[config.mk]
export PLATFORM = sky130hd
export DESIGN_NAME = exmem_pipe_flat
export DESIGN_NICKNAME = d
export VERILOG_FILES = /design/src/rtl/exmem_pipe_if.sv /design/src/rtl/exmem_pipe.sv /design/src/flat_wrapper.sv
export SDC_FILE = /design/constraint.sdc
export NUM_CORES = 1
export LEC_CHECK = 0
export ABC_AREA = 1
export CAP_MARGIN = 10
export CORE_ASPECT_RATIO = 0.8
export CORE_MARGIN = 2
export CORE_UTILIZATION = 52
export CTS_BUF_LIST = sky130_fd_sc_hd__clkbuf_8
export DETAILED_ROUTE_END_ITERATION = 16
export HOLD_SLACK_MARGIN = 0.12
export PLACE_DENSITY_LB_ADDON = 0.05
export SLEW_MARGIN = 30
export SYNTH_ARGS = -nofsm -noshare
export SYNTH_HDL_FRONTEND = slang
export SYNTH_SLANG_ARGS = --single-unit
[constraint.sdc]
create_clock -name clk -period 1.7 [get_ports clk]
set_input_delay 0.34 -clock clk [delete_from_list [all_inputs] [get_ports clk]]
set_output_delay 0.34 -clock clk [all_outputs]
set_load 0.01 [all_outputs]
[src/rtl/exmem_pipe_if.sv]
// EX -> MEM pipeline register bus: EX-side handshake/payload in, MEM-side decoded payload out.
// The pipe attaches through the slave modport; the surrounding environment uses master.
`timescale 1ns/1ps
interface exmem_pipe_if #(
   parameter int DW = 16,
   parameter int RW = 4
);
   logic          in_valid;
   logic          in_ready;
   logic [1:0]    ctrl_mem_in;
   logic          ctrl_wb_in;
   logic [DW-1:0] alu_in;
   logic [DW-1:0] wdata_in;
   logic [RW-1:0] wreg_in;
   logic          flush;
   logic          out_valid;
   logic          out_ready;
   logic          mem_read_out;
   logic          mem_write_out;
   logic          wb_out;
   logic [DW-1:0] alu_out;
   logic [DW-1:0] wdata_out;
   logic [RW-1:0] wreg_out;

   modport slave (
      input  in_valid, ctrl_mem_in, ctrl_wb_in, alu_in, wdata_in, wreg_in, flush, out_ready,
      output in_ready, out_valid, mem_read_out, mem_write_out, wb_out, alu_out, wdata_out, wreg_out
   );

   modport master (
      output in_valid, ctrl_mem_in, ctrl_wb_in, alu_in, wdata_in, wreg_in, flush, out_ready,
      input  in_ready, out_valid, mem_read_out, mem_write_out, wb_out, alu_out, wdata_out, wreg_out
   );
endinterface

[src/rtl/exmem_pipe.sv]
// EX/MEM pipeline stage: head + skid register so in_ready is a flop, independent of out_ready.
// Optional stall/bubble performance counters when EXMEM_PERF_CNT_EN is defined.
`timescale 1ns/1ps
module exmem_pipe #(
   parameter int            DW      = 16,
   parameter int            RW      = 4,
   parameter logic [RW-1:0] NOP_REG = '1,
   parameter int            CNT_W   = 16
) (
   input  logic             clk,
   input  logic             rst,
   exmem_pipe_if.slave      bus
`ifdef EXMEM_PERF_CNT_EN
   ,
   output logic [CNT_W-1:0] stall_cnt,
   output logic [CNT_W-1:0] bubble_cnt
`endif
);

   typedef enum logic [1:0] {ST_EMPTY, ST_ONE, ST_TWO} state_e;

   state_e        state_q, state_d;
   logic          in_ready_q, in_ready_d;
   logic          out_valid_q, out_valid_d;

   logic          h_rd_q, h_rd_d;
   logic          h_wr_q, h_wr_d;
   logic          h_wb_q, h_wb_d;
   logic [DW-1:0] h_alu_q, h_alu_d;
   logic [DW-1:0] h_wdata_q, h_wdata_d;
   logic [RW-1:0] h_wreg_q, h_wreg_d;

   logic          s_rd_q, s_rd_d;
   logic          s_wr_q, s_wr_d;
   logic          s_wb_q, s_wb_d;
   logic [DW-1:0] s_alu_q, s_alu_d;
   logic [DW-1:0] s_wdata_q, s_wdata_d;
   logic [RW-1:0] s_wreg_q, s_wreg_d;

   logic          accept, xfer;
   logic          in_rd, in_wr;

   assign accept = bus.in_valid && in_ready_q;
   assign xfer   = out_valid_q && bus.out_ready;
   assign in_rd  = (bus.ctrl_mem_in == 2'b01);
   assign in_wr  = (bus.ctrl_mem_in == 2'b10);

   // Head control flops are zeroed and wreg forced to NOP_REG whenever H empties,
   // so outputs are plain flop copies; alu/wdata deliberately keep their last value.
   always_comb begin
      state_d   = state_q;
      h_rd_d    = h_rd_q;
      h_wr_d    = h_wr_q;
      h_wb_d    = h_wb_q;
      h_alu_d   = h_alu_q;
      h_wdata_d = h_wdata_q;
      h_wreg_d  = h_wreg_q;
      s_rd_d    = s_rd_q;
      s_wr_d    = s_wr_q;
      s_wb_d    = s_wb_q;
      s_alu_d   = s_alu_q;
      s_wdata_d = s_wdata_q;
      s_wreg_d  = s_wreg_q;

      if (bus.flush) begin
         state_d  = ST_EMPTY;
         h_rd_d   = 1'b0;
         h_wr_d   = 1'b0;
         h_wb_d   = 1'b0;
         h_wreg_d = NOP_REG;
      end else begin
         unique case (state_q)
            ST_EMPTY: begin
               if (accept) begin
                  state_d   = ST_ONE;
                  h_rd_d    = in_rd;
                  h_wr_d    = in_wr;
                  h_wb_d    = bus.ctrl_wb_in;
                  h_alu_d   = bus.alu_in;
                  h_wdata_d = bus.wdata_in;
                  h_wreg_d  = bus.wreg_in;
               end
            end
            ST_ONE: begin
               if (accept && xfer) begin
                  h_rd_d    = in_rd;
                  h_wr_d    = in_wr;
                  h_wb_d    = bus.ctrl_wb_in;
                  h_alu_d   = bus.alu_in;
                  h_wdata_d = bus.wdata_in;
                  h_wreg_d  = bus.wreg_in;
               end else if (accept) begin
                  state_d   = ST_TWO;
                  s_rd_d    = in_rd;
                  s_wr_d    = in_wr;
                  s_wb_d    = bus.ctrl_wb_in;
                  s_alu_d   = bus.alu_in;
                  s_wdata_d = bus.wdata_in;
                  s_wreg_d  = bus.wreg_in;
               end else if (xfer) begin
                  state_d  = ST_EMPTY;
                  h_rd_d   = 1'b0;
                  h_wr_d   = 1'b0;
                  h_wb_d   = 1'b0;
                  h_wreg_d = NOP_REG;
               end
            end
            ST_TWO: begin
               if (xfer) begin
                  state_d   = ST_ONE;
                  h_rd_d    = s_rd_q;
                  h_wr_d    = s_wr_q;
                  h_wb_d    = s_wb_q;
                  h_alu_d   = s_alu_q;
                  h_wdata_d = s_wdata_q;
                  h_wreg_d  = s_wreg_q;
               end
            end
            default: state_d = ST_EMPTY;
         endcase
      end

      in_ready_d  = (state_d != ST_TWO);
      out_valid_d = (state_d != ST_EMPTY);
   end

   always_ff @(posedge clk) begin
      if (rst) begin
         state_q     <= ST_EMPTY;
         in_ready_q  <= 1'b1;
         out_valid_q <= 1'b0;
         h_rd_q      <= 1'b0;
         h_wr_q      <= 1'b0;
         h_wb_q      <= 1'b0;
         h_alu_q     <= '0;
         h_wdata_q   <= '0;
         h_wreg_q    <= NOP_REG;
         s_rd_q      <= 1'b0;
         s_wr_q      <= 1'b0;
         s_wb_q      <= 1'b0;
         s_alu_q     <= '0;
         s_wdata_q   <= '0;
         s_wreg_q    <= NOP_REG;
      end else begin
         state_q     <= state_d;
         in_ready_q  <= in_ready_d;
         out_valid_q <= out_valid_d;
         h_rd_q      <= h_rd_d;
         h_wr_q      <= h_wr_d;
         h_wb_q      <= h_wb_d;
         h_alu_q     <= h_alu_d;
         h_wdata_q   <= h_wdata_d;
         h_wreg_q    <= h_wreg_d;
         s_rd_q      <= s_rd_d;
         s_wr_q      <= s_wr_d;
         s_wb_q      <= s_wb_d;
         s_alu_q     <= s_alu_d;
         s_wdata_q   <= s_wdata_d;
         s_wreg_q    <= s_wreg_d;
      end
   end

   assign bus.in_ready      = in_ready_q;
   assign bus.out_valid     = out_valid_q;
   assign bus.mem_read_out  = h_rd_q;
   assign bus.mem_write_out = h_wr_q;
   assign bus.wb_out        = h_wb_q;
   assign bus.alu_out       = h_alu_q;
   assign bus.wdata_out     = h_wdata_q;
   assign bus.wreg_out      = h_wreg_q;

`ifdef EXMEM_PERF_CNT_EN
   logic [CNT_W-1:0] stall_cnt_q, stall_cnt_d;
   logic [CNT_W-1:0] bubble_cnt_q, bubble_cnt_d;

   // Both counters saturate at all-ones and only reset clears them.
   always_comb begin
      stall_cnt_d  = stall_cnt_q;
      bubble_cnt_d = bubble_cnt_q;
      if (out_valid_q && !bus.out_ready && (stall_cnt_q != '1))
         stall_cnt_d = stall_cnt_q + 1'b1;
      if (!out_valid_q && (bubble_cnt_q != '1))
         bubble_cnt_d = bubble_cnt_q + 1'b1;
   end

   always_ff @(posedge clk) begin
      if (rst) begin
         stall_cnt_q  <= '0;
         bubble_cnt_q <= '0;
      end else begin
         stall_cnt_q  <= stall_cnt_d;
         bubble_cnt_q <= bubble_cnt_d;
      end
   end

   assign stall_cnt  = stall_cnt_q;
   assign bubble_cnt = bubble_cnt_q;
`endif

endmodule

[src/flat_wrapper.sv]
// flat-port wrapper written by rule: the top's interface ports become plain ports
module exmem_pipe_flat 
#(
   parameter int            DW      = 16,
   parameter int            RW      = 4,
   parameter logic [RW-1:0] NOP_REG = '1,
   parameter int            CNT_W   = 16
)
  (clk, rst, bus_in_valid, bus_ctrl_mem_in, bus_ctrl_wb_in, bus_alu_in, bus_wdata_in, bus_wreg_in, bus_flush, bus_out_ready, bus_in_ready, bus_out_valid, bus_mem_read_out, bus_mem_write_out, bus_wb_out, bus_alu_out, bus_wdata_out, bus_wreg_out);
  exmem_pipe_if #(.DW(DW), .RW(RW)) bus_i ();
  input  logic clk;
  input  logic rst;
  input wire logic [$bits(bus_i.in_valid)-1:0] bus_in_valid;
  input wire logic [$bits(bus_i.ctrl_mem_in)-1:0] bus_ctrl_mem_in;
  input wire logic [$bits(bus_i.ctrl_wb_in)-1:0] bus_ctrl_wb_in;
  input wire logic [$bits(bus_i.alu_in)-1:0] bus_alu_in;
  input wire logic [$bits(bus_i.wdata_in)-1:0] bus_wdata_in;
  input wire logic [$bits(bus_i.wreg_in)-1:0] bus_wreg_in;
  input wire logic [$bits(bus_i.flush)-1:0] bus_flush;
  input wire logic [$bits(bus_i.out_ready)-1:0] bus_out_ready;
  output wire logic [$bits(bus_i.in_ready)-1:0] bus_in_ready;
  output wire logic [$bits(bus_i.out_valid)-1:0] bus_out_valid;
  output wire logic [$bits(bus_i.mem_read_out)-1:0] bus_mem_read_out;
  output wire logic [$bits(bus_i.mem_write_out)-1:0] bus_mem_write_out;
  output wire logic [$bits(bus_i.wb_out)-1:0] bus_wb_out;
  output wire logic [$bits(bus_i.alu_out)-1:0] bus_alu_out;
  output wire logic [$bits(bus_i.wdata_out)-1:0] bus_wdata_out;
  output wire logic [$bits(bus_i.wreg_out)-1:0] bus_wreg_out;
  assign bus_i.in_valid = bus_in_valid;
  assign bus_i.ctrl_mem_in = bus_ctrl_mem_in;
  assign bus_i.ctrl_wb_in = bus_ctrl_wb_in;
  assign bus_i.alu_in = bus_alu_in;
  assign bus_i.wdata_in = bus_wdata_in;
  assign bus_i.wreg_in = bus_wreg_in;
  assign bus_i.flush = bus_flush;
  assign bus_i.out_ready = bus_out_ready;
  assign bus_in_ready = bus_i.in_ready;
  assign bus_out_valid = bus_i.out_valid;
  assign bus_mem_read_out = bus_i.mem_read_out;
  assign bus_mem_write_out = bus_i.mem_write_out;
  assign bus_wb_out = bus_i.wb_out;
  assign bus_alu_out = bus_i.alu_out;
  assign bus_wdata_out = bus_i.wdata_out;
  assign bus_wreg_out = bus_i.wreg_out;
  exmem_pipe #(.DW(DW), .RW(RW), .NOP_REG(NOP_REG), .CNT_W(CNT_W)) u_core (.clk(clk), .rst(rst), .bus(bus_i));
endmodule
==> results.py <==
metrics = {
    "run_status": {
        "outcome": "complete, no violations",
    },
    "timing": {
        "holdWs_ps": 482,
        "worstMarginPinSlew_ps": 371,
        "fmax_mhz": 621,
        "fin_skew_ps": 12.5,
        "period_share": 0.947,
        "slew_violations": 0,
        "setup_viol": 0,
        "max_slew_margin": 0.751,
        "setup_ws_ps": 89.7,
        "hold_violations": 0,
        "fin_crit_ps": 1610,
    },
    "logic_synthesis": {
        "synth_area_leaders": "dfxtp_1 44%, nor2_1 15%, nand2_1 12%",
        "yosysMostFrequentCell": "nor2_1",
        "syn_area_mm2": 0.00375,
        "synth_warnings": 0,
        "yosysTopAreaCell": "dfxtp_1",
        "syn-num-nets": 586,
        "synth.top_cells.by_count": "149 x nor2_1, 120 x nand2_1, 82 x dfxtp_1, 41 x nand3_1, 35 x o21ai_0",
        "avgSynthCellArea_um2": 6.96,
        "synth-seq-cells": 82,
        "synth_flop_cell": "dfxtp_1",
        "seq_area_frac_synth": 0.438,
        "ys_types": 22,
        "synth_edf_count": 0,
        "synth.top_cell.area_share": 0.438,
        "postSynth.asyncResetShare": 0,
        "synth_cells": 538,
    },
    "worst_hold_path": {
        "hp-class": "reg -> reg",
        "min_from": "u_core.s_wreg_q[1]$_SDFFE_PP1P_",
    },
    "layout": {
        "fin_cells": 719,
        "n_antenna_cell": 0,
        "fin_area_mm2": 0.00500,
        "fin_nets": 677,
        "area_delta_synth_final_pct": 33.5,
        "drive_above_1_share": 0.0886,
    },
    "placement": {
        "place.gp.congestion": 0.887,
        "placed_cells": 705,
        "dp_slack_ps": -109,
        "portBuffers": 84,
        "place_area_mm2": 0.00477,
        "hpwl_um": 6540,
    },
    "clock_tree": {
        "cts_sinks": 82,
        "cts_max_level": 3,
        "cts_buffers": 9,
        "clockBufferDepth": 2,
        "post-cts-setup-buffer-count": 0,
        "cts_hold_buf": 0,
        "clkTransAtPathRegs_ps": 80,
        "worstSkewPairLatency_ps": 350,
        "cts_root_buf": "clkbuf_8",
        "tritoncts": "built",
        "cts.repair.resized": 0,
    },
    "die": {
        "die_height_um": 79.9,
        "num_rows": 27,
        "die_width_um": 98.9,
        "dieArea_mm2": 0.00790,
        "initial_utilization": 0.541,
        "ios": 85,
        "core-area_mm2": 0.00693,
    },
    "worst_setup_path": {
        "setup.worst_path.start": "u_core.state_q[0]$_SDFF_PP0_",
        "critPathMaxFanout": 21,
        "cp-start-kind": "flop",
        "r2r_start": "u_core.state_q[0]$_SDFF_PP0_",
        "critPathRequiredTime_ps": 1950,
        "cp-end-kind": "flop",
        "arrival_ps": 1860,
        "crit_type": "reg -> reg",
    },
    "detailed_routing": {
        "dr.pass1.iters": 5,
        "drt_wl_total_um": 9720,
        "met3_length_um": 681,
        "routed.top_layer": "met4",
        "wl_met1_um": 4450,
        "dr.first_iter.drc_count": 196,
        "routedWlPerCell_um": 13.5,
        "vias": 3726,
        "drtAntennaViolNets": 0,
        "drcViolationCount": 0,
        "vias_per_cell": 5.18,
        "wl_met2_um": 4480,
    },
    "run": {
        "maxCapViolCount": 0,
    },
    "grt": {
        "grt_pass1_wl_um": 16200,
        "gr-total-overflow": 0,
        "grt_max_degree": 53,
        "antenna_found_initial": 0,
        "grtUsageTotal": 0.255,
        "grt_pass1_vias": 3534,
    },
    "power_and_ir_drop": {
        "leakage_nw": 2.13,
        "power_mw": 4.37,
        "ir_worst_vdd_mv": 0.606,
        "power.density_mw_per_mm2": 874,
    },
}
[cells by family after synthesis]
group | count (synthesis) | share of synthesized area
AOI/OAI and AO/OA | 81 | 0.131
adders and majority gates | 4 | 0.0134
buffers and inverters | 52 | 0.0731
DFF | 82 | 0.438
and+or+nand+nor | 319 | 0.344
[cell type report]
class	count	area [µm²]
Clock buffer	10	138
Timing Repair Buffer	112	1110
Clock inverter	4	76.3
Tap cell	87	109
Multi-Input combinational cell	404	1850
Inverter	20	75.1
Fill cell	582	1930
Sequential cell	82	1640
[cells in the final DEF, fill, tap and decap left out, drive strengths merged]
master         synthesis  final
clkbuf                12     10
dfxtp                 82     82
buf                   20     28
nand2                123    123
clkdlybuf4s50          0     84
clkinvlp               0      1
nand4                  1      1
nor2                 152    152
ha                     4      4
a21oi                  7      7
a21boi                32     32
inv                   19     21
o21bai                 2      2
nand3b                 2      2
nand3                 41     41
bufinv                 0      2
o21ai                 40     40
[routing by layer]
layer	vias up	GRT usage
met5	-	0
met2	118	0.412
li1	1886	-
met3	12	0.0753
met1	1710	0.334
met4	0	0.0671
[sequential cells by signal, indices dropped and copies added, names as in the netlist]
register	count
u_core.bus.wreg_out	4
u_core.bus.mem_write_out	1
u_core.state_q	2
u_core.s_wdata_q	16
u_core.s_wr_q	1
u_core.s_rd_q	1
u_core.bus.mem_read_out	1
u_core.bus.wdata_out	16
u_core.s_wb_q	1
u_core.bus.alu_out	16
u_core.s_wreg_q	4
u_core.bus.out_valid	1
u_core.s_alu_q	16
u_core.bus.wb_out	1
u_core.bus.in_ready	1
[per-stage QoR]
step / setup TNS (ps) / util
after floorplan: 0 / -
after global placement: -2960 / 0.689
after detailed placement: -3650 / 0.689
after CTS: 0 / 0.720
after global routing: -21.7 / 0.722
final: 0 / 0.722
[power by group]
| part | switching (mW) | total [mW] | internal (mW) | leakage [nW] |
|---|---|---|---|---|
| clock network | 0.689 | 1.55 | 0.857 | 0.105 |
| registers | 0.0522 | 2.07 | 2.02 | 0.670 |
| logic | 0.367 | 0.751 | 0.384 | 1.35 |
| total | 1.11 | 4.37 | 3.26 | 2.13 |
[path summary, 6_finish.rpt]
check / slack [ps] / depth (start not counted) / to
min reg2reg: 480 / 2 / u_core.s_wreg_q[1]$_SDFFE_PP1P_
max: 90 / 9 / u_core.bus.alu_out[6]$_SDFFE_PP0P_
max reg2reg: 90 / 9 / u_core.bus.alu_out[6]$_SDFFE_PP0P_
min: 480 / 2 / u_core.s_wreg_q[1]$_SDFFE_PP1P_
[worst max-delay path, stage by stage (launching register included)]
cell and delay (ps):
dfxtp_1 390, inv_2 100, ha_1 220, nand2_1 120
nand2_2 110, nor2_4 180, buf_12 170, nand3_1 90
nand2_1 80, nor2_1 40
(Power assumes the default switching activity.)
